## config.mk

```make
export PLATFORM = sky130hd
export DESIGN_NAME = rom_fetch_arbiter
export DESIGN_NICKNAME = d
export VERILOG_FILES = /design/src/rtl/snk68_rom_pkg.sv /design/src/rtl/rom_fetch_arbiter_req_port.sv /design/src/rtl/rom_fetch_arbiter.sv
export SDC_FILE = /design/constraint.sdc
export NUM_CORES = 1
export LEC_CHECK = 0
export ABC_AREA = 1
export ABC_CLOCK_PERIOD_IN_PS = 1000
export CORE_ASPECT_RATIO = 2
export CORE_MARGIN = 5
export CORE_UTILIZATION = 56
export DETAILED_ROUTE_END_ITERATION = 10
export DONT_BUFFER_PORTS = 1
export GPL_TIMING_DRIVEN = 1
export PLACE_DENSITY = 0.74
export SETUP_SLACK_MARGIN = 0.15
export SLEW_MARGIN = 20
export SYNTH_ARGS = -nofsm -noshare
export SYNTH_HDL_FRONTEND = slang
export SYNTH_SLANG_ARGS = --single-unit
```

## constraint.sdc

```tcl
create_clock -name clk -period 1 [get_ports clk]
set_input_delay 0.3 -clock clk [delete_from_list [all_inputs] [get_ports clk]]
set_output_delay 0.3 -clock clk [all_outputs]
set_load 0.1 [all_outputs]
```

## src/rtl/snk68_rom_pkg.sv

```systemverilog
// Shared types and default address map for the ROM fetch arbiter.
package snk68_rom_pkg;

  typedef enum logic {
    REQ_M68K = 1'b0,
    REQ_Z80  = 1'b1
  } req_e;

  typedef enum logic {
    ST_IDLE = 1'b0,
    ST_BUSY = 1'b1
  } state_e;

  localparam logic [23:0] ROM_BASE_DEF      = 24'h000000;
  localparam logic [23:0] M68K_ROM2_OFS_DEF = 24'h040000;
  localparam logic [23:0] Z80_ROM_OFS_DEF   = 24'h080000;

  // Round-robin pick: on a tie the requester that was not granted last wins.
  function automatic req_e rr_pick(input logic m_pend, input logic z_pend, input req_e last);
    if (m_pend && z_pend) return (last == REQ_Z80) ? REQ_M68K : REQ_Z80;
    else if (z_pend)      return REQ_Z80;
    else                  return REQ_M68K;
  endfunction

endpackage

```

## src/rtl/rom_fetch_arbiter_req_port.sv

```systemverilog
// One requester port of the ROM fetch arbiter: select edge detect, pending
// flag, address/lane latch, abort tracking and the valid/dout register.
// Optional line buffer (last word + tag) when ROM_LINE_BUF_EN is defined.
module rom_req_port #(
  parameter int DW = 16
) (
  input  logic          clk,
  input  logic          reset,
  input  logic          cs_i,
  input  logic [23:0]   addr_i,
  input  logic          lane_i,
  input  logic          grant_i,
  input  logic          ack_i,
  input  logic [15:0]   rdata_i,
  output logic          pend_o,
  output logic [23:0]   addr_o,
  output logic          valid_o,
  output logic [DW-1:0] dout_o
);

  logic          cs_q;
  logic          pend_q;
  logic          fly_q;
  logic          abort_q;
  logic          lane_q;
  logic          valid_q;
  logic [23:0]   addr_q;
  logic [DW-1:0] dout_q;

  logic          edge_s;
  logic          done_s;
  logic          hit_s;
  logic [15:0]   src_w;
  logic          src_lane;
  logic [7:0]    lo_sel;
  logic [DW-1:0] fetch_s;

  assign edge_s = cs_i & ~cs_q;
  // Data is only delivered if the select survived the whole fetch.
  assign done_s = ack_i & ~abort_q & cs_i;

`ifdef ROM_LINE_BUF_EN
  logic [22:0] tag_q;
  logic        tag_vld_q;
  logic [15:0] line_q;

  assign hit_s    = edge_s & tag_vld_q & (tag_q == addr_i[23:1]);
  assign src_w    = hit_s ? line_q : rdata_i;
  assign src_lane = hit_s ? lane_i : lane_q;

  // Remember the last completed word and its word address.
  always_ff @(posedge clk) begin
    if (reset) begin
      tag_q     <= '0;
      tag_vld_q <= 1'b0;
      line_q    <= '0;
    end else if (done_s) begin
      tag_q     <= addr_q[23:1];
      tag_vld_q <= 1'b1;
      line_q    <= rdata_i;
    end
  end
`else
  assign hit_s    = 1'b0;
  assign src_w    = rdata_i;
  assign src_lane = lane_q;
`endif

  assign lo_sel = src_lane ? src_w[15:8] : src_w[7:0];

  generate
    if (DW == 16) begin : g_word
      assign fetch_s = {src_w[15:8], lo_sel};
    end else begin : g_byte
      assign fetch_s = lo_sel;
    end
  endgenerate

  // Capture, pending/in-flight/abort tracking and the returned-data register.
  always_ff @(posedge clk) begin
    if (reset) begin
      cs_q    <= 1'b0;
      pend_q  <= 1'b0;
      fly_q   <= 1'b0;
      abort_q <= 1'b0;
      lane_q  <= 1'b0;
      valid_q <= 1'b0;
      addr_q  <= '0;
      dout_q  <= '0;
    end else begin
      cs_q <= cs_i;
      if (edge_s) begin
        addr_q <= addr_i;
        lane_q <= lane_i;
      end
      if (edge_s && !hit_s)       pend_q <= 1'b1;
      else if (grant_i || !cs_i)  pend_q <= 1'b0;
      if (grant_i)                fly_q <= 1'b1;
      else if (ack_i)             fly_q <= 1'b0;
      // A grant racing a dropping select is already abandoned.
      if (grant_i)                abort_q <= ~cs_i;
      else if (fly_q && !cs_i)    abort_q <= 1'b1;
      if (done_s || hit_s) begin
        valid_q <= 1'b1;
        dout_q  <= fetch_s;
      end else if (!cs_i) begin
        valid_q <= 1'b0;
      end
    end
  end

  assign pend_o  = pend_q;
  assign addr_o  = addr_q;
  assign valid_o = valid_q;
  assign dout_o  = dout_q;

endmodule

```

## src/rtl/rom_fetch_arbiter.sv

```systemverilog
// Shares the SDRAM ROM read channel between 68K program fetch and Z80 sound
// fetch: address translation, round-robin arbiter FSM and bus mux.
// Optional per-requester line buffer enabled by ROM_LINE_BUF_EN.
//
// state   | meaning
// IDLE    | no fetch on the bus; grants a pending requester
// BUSY    | rom_req/rom_addr held for the granted requester until rom_ack
module rom_fetch_arbiter
  import snk68_rom_pkg::*;
#(
  parameter logic [23:0] ROM_BASE      = ROM_BASE_DEF,
  parameter logic [23:0] M68K_ROM2_OFS = M68K_ROM2_OFS_DEF,
  parameter logic [23:0] Z80_ROM_OFS   = Z80_ROM_OFS_DEF
) (
  input  logic        clk,
  input  logic        reset,
  input  logic        m68k_rom_cs,
  input  logic        m68k_rom_2_cs,
  input  logic [23:0] m68k_a,
  output logic [15:0] m68k_rom_dout,
  output logic        m68k_rom_valid,
  input  logic        z80_rom_cs,
  input  logic [15:0] z80_addr,
  output logic [7:0]  z80_rom_dout,
  output logic        z80_rom_valid,
  output logic        rom_req,
  output logic [23:0] rom_addr,
  input  logic        rom_ack,
  input  logic [15:0] rom_data
);

  logic        m_cs, m_pend, z_pend;
  logic        m_grant, z_grant, m_ack, z_ack;
  logic [23:0] m_xlat, z_xlat, m_addr, z_addr;
  logic        unused_m68k_a;

  state_e      state_q, state_d;
  req_e        last_q, last_d, gnt_q, gnt_d, pick;
  logic        rom_req_q, rom_req_d;
  logic [23:0] rom_addr_q, rom_addr_d;

  assign m_cs   = m68k_rom_cs | m68k_rom_2_cs;
  assign m_xlat = ROM_BASE + (m68k_rom_2_cs ? M68K_ROM2_OFS : 24'h000000)
                + {6'b0, m68k_a[17:1], 1'b0};
  assign z_xlat = ROM_BASE + Z80_ROM_OFS + {8'b0, z80_addr[15:1], 1'b0};
  assign unused_m68k_a = ^{m68k_a[23:18], m68k_a[0]};

  rom_req_port #(.DW(16)) u_m68k (
    .clk     (clk),
    .reset   (reset),
    .cs_i    (m_cs),
    .addr_i  (m_xlat),
    .lane_i  (1'b0),
    .grant_i (m_grant),
    .ack_i   (m_ack),
    .rdata_i (rom_data),
    .pend_o  (m_pend),
    .addr_o  (m_addr),
    .valid_o (m68k_rom_valid),
    .dout_o  (m68k_rom_dout)
  );

  rom_req_port #(.DW(8)) u_z80 (
    .clk     (clk),
    .reset   (reset),
    .cs_i    (z80_rom_cs),
    .addr_i  (z_xlat),
    .lane_i  (z80_addr[0]),
    .grant_i (z_grant),
    .ack_i   (z_ack),
    .rdata_i (rom_data),
    .pend_o  (z_pend),
    .addr_o  (z_addr),
    .valid_o (z80_rom_valid),
    .dout_o  (z80_rom_dout)
  );

  assign pick = rr_pick(m_pend, z_pend, last_q);

  // Arbiter next state: grant from IDLE, wait for ack in BUSY.
  always_comb begin
    state_d    = state_q;
    last_d     = last_q;
    gnt_d      = gnt_q;
    rom_req_d  = rom_req_q;
    rom_addr_d = rom_addr_q;
    m_grant    = 1'b0;
    z_grant    = 1'b0;
    m_ack      = 1'b0;
    z_ack      = 1'b0;
    case (state_q)
      ST_IDLE: begin
        if (m_pend || z_pend) begin
          state_d    = ST_BUSY;
          gnt_d      = pick;
          last_d     = pick;
          rom_req_d  = 1'b1;
          rom_addr_d = (pick == REQ_Z80) ? z_addr : m_addr;
          m_grant    = (pick == REQ_M68K);
          z_grant    = (pick == REQ_Z80);
        end
      end
      ST_BUSY: begin
        if (rom_ack) begin
          state_d   = ST_IDLE;
          rom_req_d = 1'b0;
          m_ack     = (gnt_q == REQ_M68K);
          z_ack     = (gnt_q == REQ_Z80);
        end
      end
      default: state_d = ST_IDLE;
    endcase
  end

  // Arbiter registers; reset abandons any request on the bus.
  always_ff @(posedge clk) begin
    if (reset) begin
      state_q    <= ST_IDLE;
      last_q     <= REQ_Z80;
      gnt_q      <= REQ_M68K;
      rom_req_q  <= 1'b0;
      rom_addr_q <= '0;
    end else begin
      state_q    <= state_d;
      last_q     <= last_d;
      gnt_q      <= gnt_d;
      rom_req_q  <= rom_req_d;
      rom_addr_q <= rom_addr_d;
    end
  end

  assign rom_req  = rom_req_q;
  assign rom_addr = rom_addr_q;

endmodule

```

==> results of run 1 <==
power by group:
group / internal, uW / switching (uW) / leakage (uW)
Sequential: 3940 / 1040 / 0.000794
Combinational: 808 / 1210 / 0.00127
Clock: 1850 / 1460 / 0.000140
Total: 6590 / 3710 / 0.00221
metal layers:
metal  GRT usage (%)  part of all wire (%)  wire (microns)
met5               0                     0               0
met4            21.7                   6.9             847
met3            5.96                   5.9             726
met2            52.8                    57            7010
met1            25.7                    30            3750
final timing paths:
check | startpoint | to | slack (ns) | cells past startpoint
max | state_q | u_z80.dout_o[6] | -0.27 | 6
min | reset | rom_addr[16] | 0.01 | 1
max reg2reg | state_q | u_z80.dout_o[6] | -0.27 | 6
min reg2reg | u_m68k.addr_o[1] | u_m68k.addr_o[1] | 0.45 | 2
stage by stage:
| stage | util, % | hold WS (ns) | TNS, ns | setup slack, ns |
|---|---|---|---|---|
| floorplan | - | 0.384 | -0.592 | -0.0243 |
| global placement | 66.5 | 0.361 | -3.79 | -0.125 |
| detailed placement | 66.5 | 0.365 | -5.30 | -0.169 |
| CTS | 81.1 | 0.00286 | -15.19 | -0.203 |
| global route | 85.7 | 0.00640 | -21.79 | -0.300 |
| finish | 85.7 | 0.0100 | -17.75 | -0.267 |
timing repair:
item / in CTS / in global routing
endpoints found under the hold margin: 0 / 1
endpoints found under the setup margin: 133 / 135
setup buffers: 8 / 4
resized for setup: 136 / 84
pin swaps: 21 / 24
cloned: 8 / 1
hold buffers: 0 / 1
cells by family (layout without fill, tap and decap cells):
family                 count (synthesis)  in the layout  synth area share, %
flip-flops                            92             92                 50.4
AND/OR/NAND/NOR                      226            226                 24.8
buffers and inverters                 75            112                 9.31
other                                  1              5                0.103
AO/OA/AOI/OAI                        108            108                 15.5
cell usage after synthesis:
cell      count
nand3_1       4
nand2_1      89
inv_1        42
o31ai_1       1
nand2_2       1
buf_2        10
a31oi_1       8
clkbuf_1     11
a21oi_4       1
inv_2         1
buf_4         8
conb_1        1
buf_6         2
nand3b_4      1
o21ai_0      64
a21oi_1      28
nor3_1        1
nor2_1      123
clkbuf_2      1
nor2_2        4
o22ai_1       1
dfxtp_1      92
nor2_4        3
o21ai_1       5
sequential cells by signal (all words and copies together), names as in the netlist:
name and flops:
u_m68k.pend_o 1, rom_addr 19, u_m68k.dout_o 16, u_z80.fly_q 1
u_m68k.fly_q 1, gnt_q 1, u_z80.cs_q 1, u_z80.dout_o 8
last_q 1, u_z80.abort_q 1, u_z80.valid_o 1, rom_req 1
state_q 1, u_m68k.abort_q 1, u_z80.addr_o 16, u_m68k.valid_o 1
u_m68k.cs_q 1, u_m68k.addr_o 18, u_z80.pend_o 1, u_z80.lane_q 1
cell type report:
class	count	area, sq um
clock buffers	10	250
clock inverters	6	46.3
fillers	353	907
inverters	43	185
multi-input cells	339	2040
flip-flops and latches	92	2030
well taps	86	108
repair buffers	51	762
repair inverters	2	27.5
==> run metrics, run 1 <==
Final #Nets=600; crit-path max FO=8; max-cap violations=0; Area contributors post-synth=dfxtp_1 (50%), nor2_1 (13%), nand2_1 (9.1%), o21ai_0 (8.8%), inv_1 (4.3%); CTS tree=yes; Worst Path Required=1.24 ns; Routed Antenna Nets=0; design area=5450 sq um; first-pass GRT wire length=18,000 microns; Mapped Cells=502; Worst setup EP type=flop; Hold Fails Final Rpt=0; Bufs and invs on worst path=1; GRT Total Usage=28.9%; number of synthesis warnings=0; most common cell after layout, fill and taps aside=nor2_1; Post-DP Area=4230 sq um; Post-Syn Area=3660 sq um; n_diodes=0; Avg WL per Cell=19.6 microns; pin count of the biggest net entering global routing=37; Slowest-stage cell, CP=dfxtp_4; Power Density=1890 nW/um^2; Final Total Pwr=10,300 uW; grt ovf=0; leak pwr=0.00221 uW; Initial Util=57.5%; RD Place Congestion=0.812; final worst setup slack=-0.267 ns; mean area per synthesized cell=7.29 sq um; routed via count=3,580; cell family with most CP delay=simple AND/OR/NAND/NOR gates; Clk Latency, worst-skew pair=0.35 ns; most frequent cells in the layout=nor2_1 (88), nand2_1 (56), dfxtp_4 (50); Die Wd=67.1 microns; failing checks=negative setup slack; clock skew=0.00949 ns; antenna violations before repair=0; TritonCTS Buffers=9; post-synth top area cell=dfxtp_1; startpoint types=flop; number of library cell types mapped by synthesis=24; core area=6360 sq um; Synth top area share=50.4%; total wire length=12,300 microns; CTS sink cnt=92; H-tree levels=3; Crit Path Category=flop to flop; Die Ht=124 microns; die area=8350 sq um; RSZ-0062 raised after global routing=yes; First-pass DRT Iterations=5; Placed Instances=591; Final HPWL DP=6930 microns; fmax=789 MHz; #FFs+latches synth=92; row cnt=41; root buf cell=clkbuf_16; Final Max Tran Viols=0; VDD IR-drop max=1.79 mV; fraction of layout cells with a size suffix above 1=47.9%; CP arrival=1.50 ns; Setup Viol. Count Final=114; post-route minimum period=1.27 ns; Reg clk slew, reported paths=0.07 ns; CTS max path bufs=2; worst-path cell chain=nand2_4 -> buf_6 -> nor2_4 -> nand3_4 -> o21ai_2 -> nor2_1; Hold Path Class=primary input to flop; post-route insts no fill=629; vias in the first global route=3,668; I/O pins=113; Area growth syn-to-layout=49.1%; DRC=0; fin crit share=127%; initial DRC count=221; port bufs=0; register area share after synthesis=50.4%; status=finished with violations; Via-to-Cell Ratio=5.69; slowest stage delay, CP=0.37 ns
(Power assumes the default switching activity.)
==> run 2: changes to the inputs <==
--- a/config.mk
+++ b/config.mk
@@ -6,14 +6,15 @@
 export NUM_CORES = 1
 export LEC_CHECK = 0
 export ABC_AREA = 1
-export ABC_CLOCK_PERIOD_IN_PS = 1000
+export ABC_CLOCK_PERIOD_IN_PS = 1550
+export CAP_MARGIN = 20
 export CORE_ASPECT_RATIO = 2
 export CORE_MARGIN = 5
-export CORE_UTILIZATION = 56
+export CORE_UTILIZATION = 60
 export DETAILED_ROUTE_END_ITERATION = 10
 export DONT_BUFFER_PORTS = 1
 export GPL_TIMING_DRIVEN = 1
-export PLACE_DENSITY = 0.74
+export PLACE_DENSITY = 0.76
 export SETUP_SLACK_MARGIN = 0.15
 export SLEW_MARGIN = 20
 export SYNTH_ARGS = -nofsm -noshare
==> constraint.sdc (replaced) <==
create_clock -name clk -period 1.55 [get_ports clk]
set_input_delay 0.465 -clock clk [delete_from_list [all_inputs] [get_ports clk]]
set_output_delay 0.465 -clock clk [all_outputs]
set_load 0.1 [all_outputs]
==> run metrics, run 2 (same netlist as run 1, synthesis figures left out) <==
status=finished clean; grt ovf=0 (unchanged); Reg clk slew, reported paths=0.06 ns (about the same); TritonCTS Buffers=9 (unchanged); post-route minimum period=1.38 ns; Worst setup EP type=output pin; setup bufs post-CTS=0 (-8); Routed Antenna Nets=0 (unchanged); initial DRC count=204 (-7.7%); leak pwr=0.00207 uW (-6.0%); root buf cell=clkbuf_16; pre-CTS setup slack=0.00588 ns (+0.175 ns); vias in the first global route=3,174 (-13%); most frequent cells in the layout=nor2_1 (123), nand2_1 (89), dfxtp_1 (89); crit-path max FO=2 (-6); Die Ht=120 microns (-3.1%); total wire length=9610 microns (-22%); Hold Fails Final Rpt=0 (unchanged); Clk Latency, worst-skew pair=0.33 ns (-0.02 ns); Via-to-Cell Ratio=5.38 (-5.5%); Setup TNS Final=0 ns (+17.75 ns); H-tree levels=3 (unchanged); Crit Path Category=flop to output pin; startpoint types=flop; Area growth syn-to-layout=24.4%; routed via count=3,271 (-8.6%); Worst Path Required=1.08 ns (-0.16 ns); final core utilization=76.4% (-9.4 points); DRC=0 (unchanged); max-cap violations=0 (unchanged); CP arrival=0.91 ns (-0.59 ns); Slowest-stage cell, CP=dfxtp_1; pin count of the biggest net entering global routing=80 (+120%); n_diodes=0 (unchanged); worst-path cell chain=buf_8; slowest stage delay, CP=0.37 ns (about the same); CTS max path bufs=2 (unchanged); Avg WL per Cell=15.8 microns (-19%); Die Wd=65.2 microns (-2.9%); clock skew=0.00438 ns (-0.00511 ns); Final #Nets=603 (+0.50%); VDD IR-drop max=1.23 mV (-31%); GRT Total Usage=24.4% (-4.5 points); CTS tree=yes; max FFs per register=19 (unchanged); CTS sink cnt=92 (unchanged); Final HPWL DP=6650 microns (-4.1%); die area=7850 sq um (-5.9%); Power Density=1380 nW/um^2 (-27%); antenna violations before repair=0 (unchanged); core area=5960 sq um (-6.4%); cell family with most CP delay=flip-flops; port bufs=0 (unchanged); Bufs and invs on worst path=1 (unchanged); Final Max Tran Viols=0 (unchanged); RSZ-0062 raised after global routing=yes; Hold Path Class=primary input to flop; Setup Viol. Count Final=0 (-100%); fraction of layout cells with a size suffix above 1=15.2% (-33 points); Initial Util=61.4% (+3.9 points); row cnt=40 (-2.4%); final worst setup slack=0.174 ns (+0.440 ns); fmax=727 MHz; fin crit share=88.8%; RD Place Congestion=0.797 (-1.8%); first-pass GRT wire length=14,700 microns (-18%); I/O pins=113 (unchanged); most common cell after layout, fill and taps aside=nor2_1; First-pass DRT Iterations=5 (unchanged)
run 2: cell type report:
type                       instances  area (sq um)
sequential                        92          1850
tap                               63          78.8
clock buffer                      13           250
inverter                          43           161
clock inverter                     2          35.0
multi-input combinational        340          1520
fill                             462          1410
timing repair buffer              55           657
run 2: through the flow:
stage                     cells  power [uW]  hold WS (ns)  cell area [sq um]
after floorplan             506        3820         0.424               3670
after global placement      592        4070         0.439               4010
after detailed placement    592        4100         0.444               4010
after CTS                   607        6270         0.181               4460
after global routing        608        6540         0.177               4550
final                       608        6280         0.190               4550
run 2: power breakdown:
group | switching [uW] | total (uW) | internal, uW
Clock | 842 | 2130 | 1280
Sequential | 109 | 2660 | 2550
Combinational | 1110 | 1490 | 380
run 2: repair_timing:
action / 4_1_cts / 5_1_grt
endpoints found under the setup margin: 44 / 52
cloned: 0 / 1
hold buffers: 0 / 0
resized for setup: 44 / 19
run 2: path summary, 6_finish.rpt:
kind	from	end	slack (ns)	cells after the start
worst max-delay path	u_m68k.dout_o[9]	m68k_rom_dout[9]	0.17	1
worst min-delay path	reset	rom_addr[18]	0.19	1
worst min register to register	u_m68k.addr_o[1]	u_m68k.addr_o[1]	0.45	2
worst max register to register	state_q	u_z80.dout_o[4]	0.25	5
run 2: routing by layer:
| layer | global-route usage (%) | vias to the layer above | wire length [microns] | part of all wire [%] |
|---|---|---|---|---|
| met5 | 0 | - | 0 | 0 |
| met4 | 13.4 | 0 | 412 | 4.3 |
| met3 | 6.78 | 22 | 614 | 6.4 |
| met2 | 43.6 | 109 | 5310 | 55 |
| met1 | 24.8 | 1501 | 3270 | 34 |
| li1 | - | 1639 | - | - |
